**config.mk**
```make
export PLATFORM = sky130hd
export DESIGN_NAME = vga_text_ctrl_flat
export DESIGN_NICKNAME = d
export VERILOG_FILES = /design/src/rtl/vga_text_ctrl_if.sv /design/src/rtl/vga_text_ctrl.sv /design/src/flat_wrapper.sv
export SDC_FILE = /design/constraint.sdc
export NUM_CORES = 1
export LEC_CHECK = 0
export CAP_MARGIN = 20
export CORE_UTILIZATION = 57
export DETAILED_ROUTE_END_ITERATION = 7
export PLACE_DENSITY = 0.87
export SYNTH_ARGS = -nofsm -noshare
export SYNTH_HDL_FRONTEND = slang
export SYNTH_SLANG_ARGS = --single-unit
```
**constraint.sdc**
```tcl
create_clock -name vga_clk -period 4.33 [get_ports vga_clk]
set_input_delay 0.433 -clock vga_clk [delete_from_list [all_inputs] [get_ports vga_clk]]
set_output_delay 0.433 -clock vga_clk [all_outputs]
set_load 0.02 [all_outputs]
```
**src/rtl/vga_text_ctrl_if.sv**
```systemverilog
// VRAM / font ROM bus of the text-mode VGA controller.
//   vram_addr : cell address driven by the controller
//   vram_rdn  : active-low VRAM read strobe; data returns one clock later
//   vram_data : {rsvd, blink, bg[2:0], fg[2:0], char[7:0]}
//   font_addr : {char, glyph_row}, combinational from vram_data
//   font_data : glyph row, one clock after font_addr, MSB = leftmost pixel
interface vga_text_ctrl_if #(
  parameter int ADDR_W  = 13,
  parameter int GLYPH_W = 8,
  parameter int GLYPH_H = 16
);
  logic [ADDR_W-1:0]            vram_addr;
  logic                         vram_rdn;
  logic [15:0]                  vram_data;
  logic [7+$clog2(GLYPH_H):0]   font_addr;
  logic [GLYPH_W-1:0]           font_data;

  modport master (
    output vram_addr, vram_rdn, font_addr,
    input  vram_data, font_data
  );

  modport slave (
    input  vram_addr, vram_rdn, font_addr,
    output vram_data, font_data
  );
endinterface

```
**src/rtl/vga_text_ctrl.sv**
```systemverilog
// Parametrised text-mode VGA controller.
// H/V timing generator, character-cell VRAM fetch, synchronous font lookup,
// per-cell fg/bg/blink attributes and a blinking underline cursor.
// Pixel pipeline: counter -> pins = 3 clocks, syncs delayed to match.
// Ports:
//   vga_clk, rst             : pixel clock, async active-high reset
//   mem (master)             : VRAM / font ROM bus
//   cursor_en/row/col        : cursor control
//   R, G, B                  : 3:3:2 colour, each channel bit replicated
//   HSYNC, VSYNC             : syncs, polarity per HS_POL / VS_POL
//   frame_start              : pulse while h_cnt = v_cnt = 0 (undelayed)
module vga_text_ctrl #(
  parameter int H_ACTIVE     = 640,
  parameter int H_FP         = 16,
  parameter int H_SYNC       = 96,
  parameter int H_BP         = 48,
  parameter int V_ACTIVE     = 480,
  parameter int V_FP         = 10,
  parameter int V_SYNC       = 2,
  parameter int V_BP         = 33,
  parameter int GLYPH_W      = 8,
  parameter int GLYPH_H      = 16,
  parameter int CURSOR_H     = 2,
  parameter int BLINK_FRAMES = 30,
  parameter int ADDR_W       = 13,
  parameter bit HS_POL       = 1'b0,
  parameter bit VS_POL       = 1'b0
) (
  input  logic             vga_clk,
  input  logic             rst,
  vga_text_ctrl_if.master  mem,
  input  logic             cursor_en,
  input  logic [5:0]       cursor_row,
  input  logic [6:0]       cursor_col,
  output logic [2:0]       R,
  output logic [2:0]       G,
  output logic [1:0]       B,
  output logic             HSYNC,
  output logic             VSYNC,
  output logic             frame_start
);
  localparam int H_TOTAL = H_ACTIVE + H_FP + H_SYNC + H_BP;
  localparam int V_TOTAL = V_ACTIVE + V_FP + V_SYNC + V_BP;
  localparam int COLS    = H_ACTIVE / GLYPH_W;
  localparam int HW      = $clog2(H_TOTAL);
  localparam int VW      = $clog2(V_TOTAL);
  localparam int GW_L    = $clog2(GLYPH_W);
  localparam int GH_L    = $clog2(GLYPH_H);
  localparam int BW      = $clog2(BLINK_FRAMES + 1);

  localparam logic [HW-1:0] H_LAST = HW'(H_TOTAL - 1);
  localparam logic [HW-1:0] H_ACT  = HW'(H_ACTIVE);
  localparam logic [HW-1:0] HS_BEG = HW'(H_ACTIVE + H_FP);
  localparam logic [HW-1:0] HS_END = HW'(H_ACTIVE + H_FP + H_SYNC);
  localparam logic [VW-1:0] V_LAST = VW'(V_TOTAL - 1);
  localparam logic [VW-1:0] V_ACT  = VW'(V_ACTIVE);
  localparam logic [VW-1:0] VS_BEG = VW'(V_ACTIVE + V_FP);
  localparam logic [VW-1:0] VS_END = VW'(V_ACTIVE + V_FP + V_SYNC);
  localparam logic [BW-1:0] BLINK_LAST = BW'(BLINK_FRAMES - 1);

  // Stage 0: counters, row base, blink state
  logic [HW-1:0]     h_q, h_d;
  logic [VW-1:0]     v_q, v_d;
  logic [ADDR_W-1:0] row_base_q, row_base_d;
  logic [ADDR_W-1:0] addr_q;
  logic [BW-1:0]     blink_q, blink_d;
  logic              phase_q, phase_d;
  logic              h_wrap, v_wrap, act0, fetch0, hs0, vs0, cur0;

  // Stage 1 / 2 pipeline
  logic              act1_q, first1_q, cur1_q, hs1_q, vs1_q;
  logic [GW_L-1:0]   off1_q;
  logic [GH_L-1:0]   grow1_q;
  logic              act2_q, first2_q, cur2_q, hs2_q, vs2_q;
  logic [GW_L-1:0]   off2_q;
  logic [6:0]        attr_q;
  logic [GLYPH_W-1:0] glyph_q;
  logic [6:0]        gattr_q;

  // Stage 3 outputs
  logic [2:0]        r_q, g_q, r_d, g_d;
  logic [1:0]        b_q, b_d;
  logic              hs_q, vs_q;
  logic [GLYPH_W-1:0] glyph_s;
  logic [6:0]        attr_s;
  logic [2:0]        colour;
  logic              unused_rsvd;

  assign unused_rsvd = mem.vram_data[15];

  assign h_wrap = (h_q == H_LAST);
  assign v_wrap = (v_q == V_LAST);
  assign act0   = (h_q < H_ACT) && (v_q < V_ACT);
  assign fetch0 = act0 && (h_q[GW_L-1:0] == '0) && !rst;
  assign hs0    = ((h_q >= HS_BEG) && (h_q < HS_END)) ? HS_POL : ~HS_POL;
  assign vs0    = ((v_q >= VS_BEG) && (v_q < VS_END)) ? VS_POL : ~VS_POL;
  assign cur0   = cursor_en
                  && (32'(cursor_row) == 32'(v_q >> GH_L))
                  && (32'(cursor_col) == 32'(h_q >> GW_L))
                  && (32'(v_q[GH_L-1:0]) >= GLYPH_H - CURSOR_H);

  // Strobe and address are combinational from the counters so that the
  // synchronous VRAM and font ROM fit in a 3-clock pixel latency.
  assign mem.vram_rdn  = !fetch0;
  assign mem.vram_addr = fetch0 ? row_base_q + ADDR_W'(h_q >> GW_L) : addr_q;
  assign mem.font_addr = {mem.vram_data[7:0], grow1_q};
  assign frame_start   = (h_q == '0) && (v_q == '0) && !rst;

  always_comb begin
    h_d        = h_wrap ? '0 : h_q + 1'b1;
    v_d        = v_q;
    row_base_d = row_base_q;
    blink_d    = blink_q;
    phase_d    = phase_q;
    if (h_wrap) begin
      v_d = v_wrap ? '0 : v_q + 1'b1;
      if (v_wrap)
        row_base_d = '0;
      else if (&v_q[GH_L-1:0])
        row_base_d = row_base_q + ADDR_W'(COLS);
      // This edge is the one that produces frame_start; the (0,0) state
      // left by reset is not counted.
      if (v_wrap) begin
        if (blink_q == BLINK_LAST) begin
          blink_d = '0;
          phase_d = ~phase_q;
        end else begin
          blink_d = blink_q + 1'b1;
        end
      end
    end
  end

  // First pixel of a cell takes font_data/attributes straight from the
  // memories; the glyph latch supplies the remaining GLYPH_W-1 pixels.
  always_comb begin
    glyph_s = first2_q ? mem.font_data : glyph_q;
    attr_s  = first2_q ? attr_q : gattr_q;
    // ~offset == GLYPH_W-1-offset because GLYPH_W is a power of two
    if (glyph_s[~off2_q] && !(attr_s[6] && !phase_q))
      colour = attr_s[2:0];
    else
      colour = attr_s[5:3];
    if (cur2_q && phase_q)
      colour = ~colour;
    r_d = act2_q ? {3{colour[2]}} : '0;
    g_d = act2_q ? {3{colour[1]}} : '0;
    b_d = act2_q ? {2{colour[0]}} : '0;
  end

  always_ff @(posedge vga_clk or posedge rst) begin
    if (rst) begin
      h_q        <= '0;
      v_q        <= '0;
      row_base_q <= '0;
      addr_q     <= '0;
      blink_q    <= '0;
      phase_q    <= 1'b0;
      act1_q     <= 1'b0;
      first1_q   <= 1'b0;
      cur1_q     <= 1'b0;
      hs1_q      <= ~HS_POL;
      vs1_q      <= ~VS_POL;
      off1_q     <= '0;
      grow1_q    <= '0;
      act2_q     <= 1'b0;
      first2_q   <= 1'b0;
      cur2_q     <= 1'b0;
      hs2_q      <= ~HS_POL;
      vs2_q      <= ~VS_POL;
      off2_q     <= '0;
      attr_q     <= '0;
      glyph_q    <= '0;
      gattr_q    <= '0;
      r_q        <= '0;
      g_q        <= '0;
      b_q        <= '0;
      hs_q       <= ~HS_POL;
      vs_q       <= ~VS_POL;
    end else begin
      h_q        <= h_d;
      v_q        <= v_d;
      row_base_q <= row_base_d;
      addr_q     <= mem.vram_addr;
      blink_q    <= blink_d;
      phase_q    <= phase_d;
      act1_q     <= act0;
      first1_q   <= fetch0;
      cur1_q     <= cur0;
      hs1_q      <= hs0;
      vs1_q      <= vs0;
      off1_q     <= h_q[GW_L-1:0];
      grow1_q    <= v_q[GH_L-1:0];
      act2_q     <= act1_q;
      first2_q   <= first1_q;
      cur2_q     <= cur1_q;
      hs2_q      <= hs1_q;
      vs2_q      <= vs1_q;
      off2_q     <= off1_q;
      if (first1_q)
        attr_q <= mem.vram_data[14:8];
      if (first2_q) begin
        glyph_q <= mem.font_data;
        gattr_q <= attr_q;
      end
      r_q        <= r_d;
      g_q        <= g_d;
      b_q        <= b_d;
      hs_q       <= hs2_q;
      vs_q       <= vs2_q;
    end
  end

  assign R     = r_q;
  assign G     = g_q;
  assign B     = b_q;
  assign HSYNC = hs_q;
  assign VSYNC = vs_q;
endmodule

```
**src/flat_wrapper.sv**
```systemverilog
// flat-port wrapper written by rule: the top's interface ports become plain ports
module vga_text_ctrl_flat 
#(
  parameter int H_ACTIVE     = 640,
  parameter int H_FP         = 16,
  parameter int H_SYNC       = 96,
  parameter int H_BP         = 48,
  parameter int V_ACTIVE     = 480,
  parameter int V_FP         = 10,
  parameter int V_SYNC       = 2,
  parameter int V_BP         = 33,
  parameter int GLYPH_W      = 8,
  parameter int GLYPH_H      = 16,
  parameter int CURSOR_H     = 2,
  parameter int BLINK_FRAMES = 30,
  parameter int ADDR_W       = 13,
  parameter bit HS_POL       = 1'b0,
  parameter bit VS_POL       = 1'b0
)
  (vga_clk, rst, cursor_en, cursor_row, cursor_col, R, G, B, HSYNC, VSYNC, frame_start, mem_vram_addr, mem_vram_rdn, mem_font_addr, mem_vram_data, mem_font_data);
  vga_text_ctrl_if #(.ADDR_W(ADDR_W), .GLYPH_W(GLYPH_W), .GLYPH_H(GLYPH_H)) mem_i ();
  input  logic vga_clk;
  input  logic rst;
  input  logic cursor_en;
  input  logic [5:0] cursor_row;
  input  logic [6:0] cursor_col;
  output logic [2:0] R;
  output logic [2:0] G;
  output logic [1:0] B;
  output logic HSYNC;
  output logic VSYNC;
  output logic frame_start;
  output wire logic [$bits(mem_i.vram_addr)-1:0] mem_vram_addr;
  output wire logic [$bits(mem_i.vram_rdn)-1:0] mem_vram_rdn;
  output wire logic [$bits(mem_i.font_addr)-1:0] mem_font_addr;
  input wire logic [$bits(mem_i.vram_data)-1:0] mem_vram_data;
  input wire logic [$bits(mem_i.font_data)-1:0] mem_font_data;
  assign mem_vram_addr = mem_i.vram_addr;
  assign mem_vram_rdn = mem_i.vram_rdn;
  assign mem_font_addr = mem_i.font_addr;
  assign mem_i.vram_data = mem_vram_data;
  assign mem_i.font_data = mem_font_data;
  vga_text_ctrl #(.H_ACTIVE(H_ACTIVE), .H_FP(H_FP), .H_SYNC(H_SYNC), .H_BP(H_BP), .V_ACTIVE(V_ACTIVE), .V_FP(V_FP), .V_SYNC(V_SYNC), .V_BP(V_BP), .GLYPH_W(GLYPH_W), .GLYPH_H(GLYPH_H), .CURSOR_H(CURSOR_H), .BLINK_FRAMES(BLINK_FRAMES), .ADDR_W(ADDR_W), .HS_POL(HS_POL), .VS_POL(VS_POL)) u_core (.vga_clk(vga_clk), .rst(rst), .mem(mem_i), .cursor_en(cursor_en), .cursor_row(cursor_row), .cursor_col(cursor_col), .R(R), .G(G), .B(B), .HSYNC(HSYNC), .VSYNC(VSYNC), .frame_start(frame_start));
endmodule
```
==> impl_metrics.tcl, run 1 <==
set metrics [dict create \
    relSlewSlack_pct 49.4 \
    r2r_end "u_core.R[1]" \
    start_kind "flop" \
    n_antenna_cell 0 \
    drtPass1Iterations 5 \
    drt_iter0_drc 263 \
    cp-end-kind "primary output" \
    rows 32 \
    path_cells "ha_1 > nor3_1 > a211oi_1 > nand3_1 > xor2_1 > o21ai_0 > clkdlybuf4s50_1" \
    netlist_instances 418 \
    wl_per_cell_microns 15.9 \
    async_reset_ff_share_pct 100 \
    cts_buffers 9 \
    seq_power_share_pct 54.7 \
    setup_viol 0 \
    synth_area_per_cell_sq_um 11.0 \
    clock_power_share_pct 35.2 \
    worst_hold_path.endpoint "u_core.off2_q[0]" \
    ctsResizeCount 0 \
    path_clk_slew_ns 0.09 \
    critPathMaxStageDelay_ns 0.65 \
    synth_warnings 0 \
    die_w_microns 91.7 \
    switchingPower_uw 382 \
    period_share_pct 81.0 \
    drc_errors 0 \
    whs_path_depth 0 \
    vias 3252 \
    pwr-share-comb_pct 10.1 \
    portBuffers 59 \
    slew_violations 0 \
    clockBufferDepth 2 \
    drive_gt1_share_pct 12.8 \
    cts_root_buf "clkbuf_8" \
    fmax_mhz 285 \
    synthTopCellsByArea "dfrtp_1 (49%), mux2_2 (6.6%), xnor2_1 (5.0%)" \
    core_area_sq_um 7770 \
    power_switching_share_pct 22.4 \
    worstHoldStart "u_core.off1_q[0]" \
    hpwl_microns 6160 \
    clock-sinks 95 \
    arrival_ns 3.07 \
    layout_min_cycle_time_ns 3.51 \
    whs_ns 0.353 \
    vdd_ir_drop_max_mv 0.248 \
    vias_per_cell 5.79 \
    synth-edff-count 0 \
    cts-htree-levels 3 \
    grt.overflow.total 0 \
    nets 506 \
    grt_use_total_pct 22.8 \
    reg2reg_slack_ns 1.99 \
    p_per_area_nw_per_um2 322 \
    reg2regPathDepth 5 \
    rsz0062_at_grt "no" \
    p_int_mw 1.33 \
    hold_violations 0 \
    worst_skew_pair.late_latency_ns 0.35 \
    tightestPinTransition_ns 0.759 \
    yosysSeqAreaShare_pct 52.0 \
    antenna_found_initial 0 \
    critPathRequiredTime_ns 3.90 \
    wirelength_microns 8950 \
    drtAntennaViolNets 0 \
    grt_pass1_vias 3149 \
    synthFlopType "dfrtp_1" \
    maxCapViolCount 0 \
    hold_path_class "flop to flop" \
    syn2layout_area_growth_pct 15.7 \
    critical_path_class "flop to primary output" \
    fp.dieArea_sq_um 8400 \
    cts_tree "built" \
    synth_area_sq_um 4580 \
    fin_setup_tns_ns 0 \
    gp_congestion 0.824 \
    fin_worst_skew_ns 0.00779 \
    synth.top_cell.area_share_pct 48.6 \
    grt_max_degree 64 \
    utilization_pct 68.3 \
    slowest_stage "clkdlybuf4s50_1" \
    mappedNetlistNets 469 \
    grt_first_pass_wirelength_microns 15000 \
    cts_setup_buffers 0 \
    power.leakage_nw 2.25 \
    synth.distinct_cells 52 \
    status "finished, final reports clean" \
    die_y_microns 91.7 \
    r2r-start "u_core.first2_q" \
    initial_utilization_pct 59.0 \
    synth_top_cell_by_area "dfrtp_1" \
    ys_seq_elements 95 \
    critPathMaxFanout 13 \
    boundaryPins 77 \
    power_mw 1.71 \
    hold_buffers 0 \
]
[Yosys cell counts, drive strengths merged, types with 11 or more instances]
cell and instances:
and3 13, buf 28, dfrtp 89, ha 11, mux2 27, nand2 32
nand3 20, nand4 13, nor2 29, o21ai 23, xnor2 26, xor2 16
[placed cells by master (no fill, tap or decap), types with 2 or more instances in the layout]
| cell type | count |
|---|---|
| buf_4 | 2 |
| nand3_1 | 19 |
| a211oi_1 | 2 |
| a21o_1 | 2 |
| nor3_1 | 9 |
| or3_1 | 4 |
| a21oi_1 | 6 |
| nor3b_1 | 2 |
| dfrtp_1 | 89 |
| o21ai_0 | 23 |
| inv_1 | 8 |
| o22ai_1 | 4 |
| o211ai_1 | 3 |
| clkbuf_1 | 2 |
| nand4_1 | 12 |
| or4_1 | 3 |
| and3_1 | 12 |
| clkdlybuf4s50_1 | 59 |
| xnor2_1 | 26 |
| ha_1 | 11 |
| clkbuf_8 | 12 |
| o31ai_1 | 3 |
| nor4_1 | 7 |
| dfstp_2 | 6 |
| nor2b_1 | 4 |
| nand2b_1 | 2 |
| nand2_1 | 32 |
| xor2_1 | 16 |
| mux2_2 | 27 |
| nor2_1 | 29 |
| mux2i_1 | 2 |
[routing by layer]
metal / global-route usage (%) / wire length, microns / vias up
li1: - / - / 1508
met1: 29.0 / 3780 / 1600
met5: 0 / 0 / -
met2: 37.8 / 4450 / 121
met4: 8.60 / 195 / 0
met3: 5.31 / 531 / 23
[critical path: cells and delay by family, from the launching register on]
family	cells	cell delay (ns)
buffers and inverters	1	0.65
AOI/OAI and AO/OA	2	0.64
DFF	1	0.54
adders and majority gates	1	0.43
and+or+nand+nor	2	0.27
xor gates and xnor gates	1	0.19
[kinds of logic after synthesis]
family | after synthesis | share of synthesized area (%)
XOR/XNOR | 42 | 8.03
AND/OR/NAND/NOR | 147 | 17.3
other | 1 | 0.0818
adder cells (fa/ha/maj) | 11 | 3.00
flip-flops | 95 | 52.0
multiplexers | 30 | 7.56
buffers and inverters | 44 | 5.65
AO/OA/AOI/OAI | 48 | 6.39
[flip-flops by register name, summed over array words and instances (netlist names), 3 cells and up]
signal,cells
u_core.addr_q,13
u_core.glyph_q,8
u_core.off1_q,3
u_core.row_base_q,9
u_core.v_q,10
u_core.h_q,10
u_core.grow1_q,4
u_core.attr_q,7
u_core.blink_q,5
u_core.off2_q,3
u_core.gattr_q,7
[worst max path at each step]
| stage | end | slack (ns) | start | depth (start not counted) |
|---|---|---|---|---|
| final | mem_vram_addr[12] | 0.82 | u_core.h_q[8] | 7 |
| after global routing | mem_vram_addr[12] | 0.58 | u_core.h_q[8] | 7 |
| after CTS | mem_vram_addr[12] | 0.79 | u_core.h_q[8] | 7 |
| after detailed placement | mem_vram_addr[10] | 1.15 | rst | 5 |
| after global placement | mem_vram_addr[10] | 1.22 | rst | 5 |
| after floorplan | u_core.B[0] | 1.43 | rst | 1 |
[power groups by stage]
stage / Combinational [mW] / Clock [mW] / Sequential (mW)
finish: 0.173 / 0.602 / 0.934
CTS: 0.175 / 0.615 / 0.935
global route: 0.187 / 0.655 / 0.938
floorplan: 0.111 / 0 / 0.953
global placement: 0.168 / 0 / 0.948
detailed placement: 0.173 / 0 / 0.951
[metrics by stage]
step | area [sq um] | worst slack, ns | cells
2_1_floorplan | 4580 | 1.43 | 418
3_3_place_gp | 5080 | 1.22 | 545
6_report | 5300 | 0.824 | 562
5_1_grt | 5300 | 0.578 | 562
4_1_cts | 5300 | 0.788 | 561
3_5_place_dp | 5080 | 1.15 | 545
[cell type report]
type	instances	area [sq um]
clock buffers	14	173
clock inverters	2	37.5
fillers	559	2460
inverters	9	35.0
multi-input cells	279	1940
flip-flops and latches	95	2380
well taps	102	128
repair buffers	61	606
Note: power is estimated with default switching activity, not from simulation.
==> run 2: changes to the inputs <==
--- a/config.mk
+++ b/config.mk
@@ -6,9 +6,9 @@
 export NUM_CORES = 1
 export LEC_CHECK = 0
 export CAP_MARGIN = 20
-export CORE_UTILIZATION = 57
+export CORE_UTILIZATION = 53
 export DETAILED_ROUTE_END_ITERATION = 7
-export PLACE_DENSITY = 0.87
+export PLACE_DENSITY = 0.82
 export SYNTH_ARGS = -nofsm -noshare
 export SYNTH_HDL_FRONTEND = slang
 export SYNTH_SLANG_ARGS = --single-unit
==> constraint.sdc (replaced) <==
create_clock -name vga_clk -period 3.3 [get_ports vga_clk]
set_input_delay 0.33 -clock vga_clk [delete_from_list [all_inputs] [get_ports vga_clk]]
set_output_delay 0.33 -clock vga_clk [all_outputs]
set_load 0.02 [all_outputs]
==> run 2 against run 1 <==
Compared with the run above:
- clock power grew 50%
- cell area rose by 1.3%
- sequential share of layout area is 0.53 points lower
- register-to-register slack got worse by 0.95 ns
- clock-buffer cell count shrank 1
- critical path type unchanged
- largest cell class unchanged
- largest power group unchanged
- highest routed layer unchanged
==> impl_metrics.tcl, run 2 (same netlist as run 1, synthesis figures left out) <==
set metrics [dict create \
    use_met1_pct 26.2 \
    core_area_sq_um 8300 \
    top_register "u_core.addr_q" \
    maxCapViolCount 0 \
    boundaryPins 77 \
    gp_congestion 0.809 \
    status "finished, final reports clean" \
    fmax_mhz 325 \
    crit_family "buffers and inverters" \
    reg2reg_slack_ns 1.04 \
    slowest_stage "clkdlybuf4s50_1" \
    fin_worst_skew_ns 0.00754 \
    grt_first_pass_wirelength_microns 14600 \
    final_common_cell "dfrtp_1" \
    hpwl_microns 5910 \
    drtAntennaViolNets 0 \
    drt_iter0_drc 177 \
    initial_utilization_pct 55.2 \
    clock-sinks 95 \
    hold_buffers 0 \
    clockBufferDepth 2 \
    rows 33 \
    hold_path_class "flop to flop" \
    hold_violations 0 \
    portBuffers 59 \
    post-route-worst-setup-slack_ns 0.219 \
    place_inst 551 \
    fin_setup_tns_ns 0 \
    vias 3139 \
    syn2layout_area_growth_pct 17.1 \
    grt.overflow.total 0 \
    wl_per_cell_microns 15.0 \
    critPathMaxStageDelay_ns 0.65 \
    whs_path_depth 0 \
    vias_per_cell 5.54 \
    drtPass1Iterations 4 \
    layout_min_cycle_time_ns 3.08 \
    place_ws_ns 0.393 \
    critPathRequiredTime_ns 2.97 \
    die_w_microns 95.0 \
    vdd_ir_drop_max_mv 0.249 \
    drive_gt1_share_pct 13.4 \
    cp-end-kind "primary output" \
    power.leakage_nw 2.28 \
    critPathMaxFanout 8 \
    use_met2_pct 36.2 \
    critical_path_class "flop to primary output" \
    tightestPinTransition_ns 0.747 \
    worst_hold_path.endpoint "u_core.off2_q[1]" \
    path_cells "ha_1 > nor3_1 > a211oi_2 > nand4_1 > xor2_1 > o21ai_0 > clkdlybuf4s50_1" \
    die_y_microns 95.0 \
    instances_no_fill 567 \
    nets 508 \
    setup_viol 0 \
    relSlewSlack_pct 50.2 \
    arrival_ns 2.75 \
    reg2regPathDepth 5 \
    cts_buffers 9 \
    fp.dieArea_sq_um 9020 \
    largest_register_ffs 13 \
    rsz0062_at_grt "no" \
    worstHoldStart "u_core.off1_q[1]" \
    cp_num_buf_inv 1 \
    final_cell_mix "dfrtp_1 (88), clkdlybuf4s50_1 (59), nand2_1 (32), nor2_1 (29), mux2_2 (27)" \
    grt_use_total_pct 21.0 \
    met3_usage_pct 4.99 \
    cts-htree-levels 3 \
    cts_root_buf "clkbuf_8" \
    worst_skew_pair.late_latency_ns 0.35 \
    r2r-start "u_core.first2_q" \
    start_kind "flop" \
    grt_pass1_vias 3107 \
    antenna_found_initial 0 \
    top_regs "u_core.addr_q x13, u_core.h_q x10, u_core.v_q x10" \
    cts_setup_buffers 0 \
    wirelength_microns 8520 \
    path_clk_slew_ns 0.08 \
    n_antenna_cell 0 \
    r2r_end "u_core.R[1]" \
    drc_errors 0 \
    cts_tree "built" \
    slew_violations 0 \
    period_share_pct 93.4 \
    p_per_area_nw_per_um2 439 \
    busiest_layer "met2" \
    grt_max_degree 59 \
    utilization_pct 64.7 \
]
[run 2: where the power goes]
part           internal [mW]  switching, mW
combinational          0.122          0.104
clock                  0.526          0.378
sequential              1.21         0.0186
[run 2: what timing repair did]
| action | 4_1_cts | 5_1_grt |
|---|---|---|
| gates cloned | 0 | 0 |
| setup endpoints to repair | 1 | 3 |
| resized for setup | 1 | 1 |
| hold endpoints to repair | 0 | 0 |
[run 2: how the worst max path moves through the flow]
| stage | startpoint | endpoint | slack [ns] | cells past startpoint |
|---|---|---|---|---|
| floorplan | rst | u_core.B[0] | 0.50 | 1 |
| global placement | u_core.h_q[7] | mem_vram_addr[10] | 0.47 | 7 |
| detailed placement | u_core.h_q[7] | mem_vram_addr[10] | 0.39 | 7 |
| CTS | u_core.h_q[9] | mem_vram_addr[10] | 0.09 | 7 |
| global route | u_core.row_base_q[5] | mem_vram_addr[11] | 0.03 | 7 |
| finish | u_core.h_q[9] | mem_vram_addr[10] | 0.22 | 7 |
[run 2: worst reg2reg max path: stages (launching register included)]
cell      delay [ns]
dfrtp_1         0.83
mux2i_1         0.38
o32ai_1         0.17
or4_1           0.56
o211ai_1        0.13
nand2_1         0.08
[run 2: metal layers]
layer | part of all wire [%] | up-vias | routed length, microns
met5 | 0 | - | 0
met4 | 1.1 | 0 | 95
met3 | 4.6 | 13 | 393
met2 | 50 | 96 | 4300
met1 | 44 | 1517 | 3740
li1 | - | 1513 | -
[run 2: area by class of cell]
cell class              count  area [sq um]
inverters                   9          35.0
clock buffers              13           149
multi-input cells         279          1940
flip-flops and latches     95          2390
clock inverters             3          90.1
repair buffers             63           633
well taps                 105           131
fillers                   622          2930
[run 2: through the flow]
stage / hold WS, ns / power [mW] / cell area [sq um]
floorplan: 0.331 / 1.40 / 4580
global placement: 0.335 / 1.47 / 5120
detailed placement: 0.336 / 1.48 / 5120
CTS: 0.354 / 2.39 / 5360
global route: 0.364 / 2.46 / 5370
finish: 0.355 / 2.35 / 5370
==> run 3: changes to the inputs <==
--- a/config.mk
+++ b/config.mk
@@ -8,7 +8,7 @@
 export CAP_MARGIN = 20
 export CORE_UTILIZATION = 53
 export DETAILED_ROUTE_END_ITERATION = 7
-export PLACE_DENSITY = 0.82
+export PLACE_DENSITY = 0.81
 export SYNTH_ARGS = -nofsm -noshare
 export SYNTH_HDL_FRONTEND = slang
 export SYNTH_SLANG_ARGS = --single-unit
==> run 3 against run 2 <==
Compared with the run above:
- clock power fell by 15%
- critical path depth stayed put
- via count about the same
- largest power group unchanged
- critical path type unchanged
- critical endpoint is now mem_vram_addr[9]
- non-clock buffer count grew 3
- clock skew increased by 0.0058 ns
- power down 6.0%
- register-to-register slack is essentially flat
==> impl_metrics.tcl, run 3 (same netlist as run 1, synthesis figures left out) <==
set metrics [dict create \
    place_ws_ns 0.512 \
    boundaryPins 77 \
    hold_buffers 0 \
    setup_viol 0 \
    top_regs "u_core.addr_q x13, u_core.h_q x10, u_core.v_q x10" \
    worst_skew_pair.late_latency_ns 0.35 \
    power_switching_share_pct 22.4 \
    fin_area_sq_um 5340 \
    clock_power_share_pct 34.5 \
    grt_pass1_vias 3060 \
    hpwl_microns 6070 \
    reg2reg_slack_ns 1.04 \
    critPathRequiredTime_ns 2.97 \
    rsz0062_at_grt "no" \
    nets 511 \
    drt_iter0_drc 158 \
    fin_worst_skew_ns 0.0133 \
    r2r_end "u_core.G[1]" \
    start_kind "flop" \
    critPathMaxStageDelay_ns 0.66 \
    fill_cells 622 \
    whs_ns 0.343 \
    clock-sinks 95 \
    die_w_microns 95.0 \
    cp-end-kind "primary output" \
    dpl_cell_area_sq_um 5130 \
    power_mw 2.21 \
    r2r-start "u_core.first2_q" \
    drtAntennaViolNets 0 \
    power.leakage_nw 2.27 \
    place_inst 554 \
    n_antenna_cell 0 \
    arrival_ns 2.75 \
    fp.dieArea_sq_um 9020 \
    cp_num_buf_inv 1 \
    gp_congestion 0.856 \
    fin_setup_tns_ns 0 \
    cts-htree-levels 3 \
    crit_family "compound AO/OA/AOI/OAI gates" \
    p_int_mw 1.72 \
    cts_buffers 9 \
    post-route-worst-setup-slack_ns 0.221 \
    period_share_pct 93.3 \
    top_register "u_core.addr_q" \
    initial_utilization_pct 55.2 \
    critPathMaxFanout 4 \
    path_cells "ha_1 > a21o_1 > a21oi_1 > nor2_1 > xnor2_1 > o21ai_0 > clkdlybuf4s50_1" \
    layout_min_cycle_time_ns 3.08 \
    pwr-share-comb_pct 10.3 \
    utilization_pct 64.3 \
    worst_hold_path.endpoint "u_core.off2_q[1]" \
    path_clk_slew_ns 0.08 \
    final_common_cell "dfrtp_1" \
    seq_power_share_pct 55.2 \
    rows 33 \
    slowest_stage "clkdlybuf4s50_1" \
    drive_gt1_share_pct 14.0 \
    hold_violations 0 \
    maxCapViolCount 0 \
    grt.overflow.total 0 \
    wl_per_cell_microns 14.7 \
    hold_path_class "flop to flop" \
    whs_path_depth 0 \
    grt_first_pass_wirelength_microns 14000 \
    reg2regPathDepth 5 \
    die_y_microns 95.0 \
    worstHoldStart "u_core.off1_q[1]" \
    p_per_area_nw_per_um2 415 \
    final_cell_mix "dfrtp_1 (89), clkdlybuf4s50_1 (59), nand2_1 (32), nor2_1 (29), mux2_2 (27)" \
    largest_register_ffs 13 \
    cts_root_buf "clkbuf_8" \
    status "finished, final reports clean" \
    grt_use_total_pct 20.4 \
    critical_path_class "flop to primary output" \
    switchingPower_uw 495 \
    relSlewSlack_pct 45.9 \
    vias_per_cell 5.51 \
    vias 3140 \
    cts_tree "built" \
    fmax_mhz 325 \
    drtPass1Iterations 4 \
    drc_errors 0 \
    slew_violations 0 \
    vdd_ir_drop_max_mv 0.201 \
    portBuffers 59 \
    syn2layout_area_growth_pct 16.5 \
    wirelength_microns 8370 \
    grt_max_degree 49 \
    instances_no_fill 570 \
    antenna_found_initial 0 \
    clockBufferDepth 2 \
    core_area_sq_um 8300 \
    tightestPinTransition_ns 0.811 \
]
run 3: per-layer routing:
metal | share of wire, % | vias to the layer above | GRT usage, %
li1 | - | 1517 | -
met1 | 44 | 1514 | 26.4
met2 | 50 | 102 | 33.2
met3 | 5.5 | 7 | 5.31
met4 | 0.91 | 0 | 6.94
met5 | 0 | - | 0
run 3: power groups by stage:
stage	Sequential [mW]	Clock [mW]	Combinational (mW)
2_1_floorplan	1.25	0	0.145
3_5_place_dp	1.25	0	0.229
6_report	1.22	0.764	0.227
4_1_cts	1.22	0.786	0.230
3_3_place_gp	1.24	0	0.223
5_1_grt	1.23	0.831	0.248
run 3: final cells by class:
| class | count | area, sq um | area share [%] |
|---|---|---|---|
| inverters | 9 | 35.0 | 0.656 |
| flip-flops and latches | 95 | 2380 | 44.7 |
| repair buffers | 66 | 643 | 12.0 |
| multi-input cells | 279 | 1940 | 36.4 |
| well taps | 105 | 131 | 2.46 |
| clock inverters | 3 | 42.5 | 0.797 |
| clock buffers | 13 | 159 | 2.98 |
run 3: worst max path at each step:
stage                                    to                 start  cells after the start
after floorplan                 u_core.B[0]                   rst                      1
after global placement    mem_vram_addr[10]         u_core.h_q[9]                      7
after detailed placement  mem_vram_addr[10]         u_core.h_q[9]                      7
after CTS                 mem_vram_addr[10]         u_core.h_q[9]                      7
after global routing      mem_vram_addr[11]  u_core.row_base_q[5]                      7
final                      mem_vram_addr[9]  u_core.row_base_q[5]                      7
run 3: timing repair:
item / in CTS / in global routing
setup buffers: 0 / 0
endpoints found under the setup margin: 0 / 3
resized for setup: 0 / 1
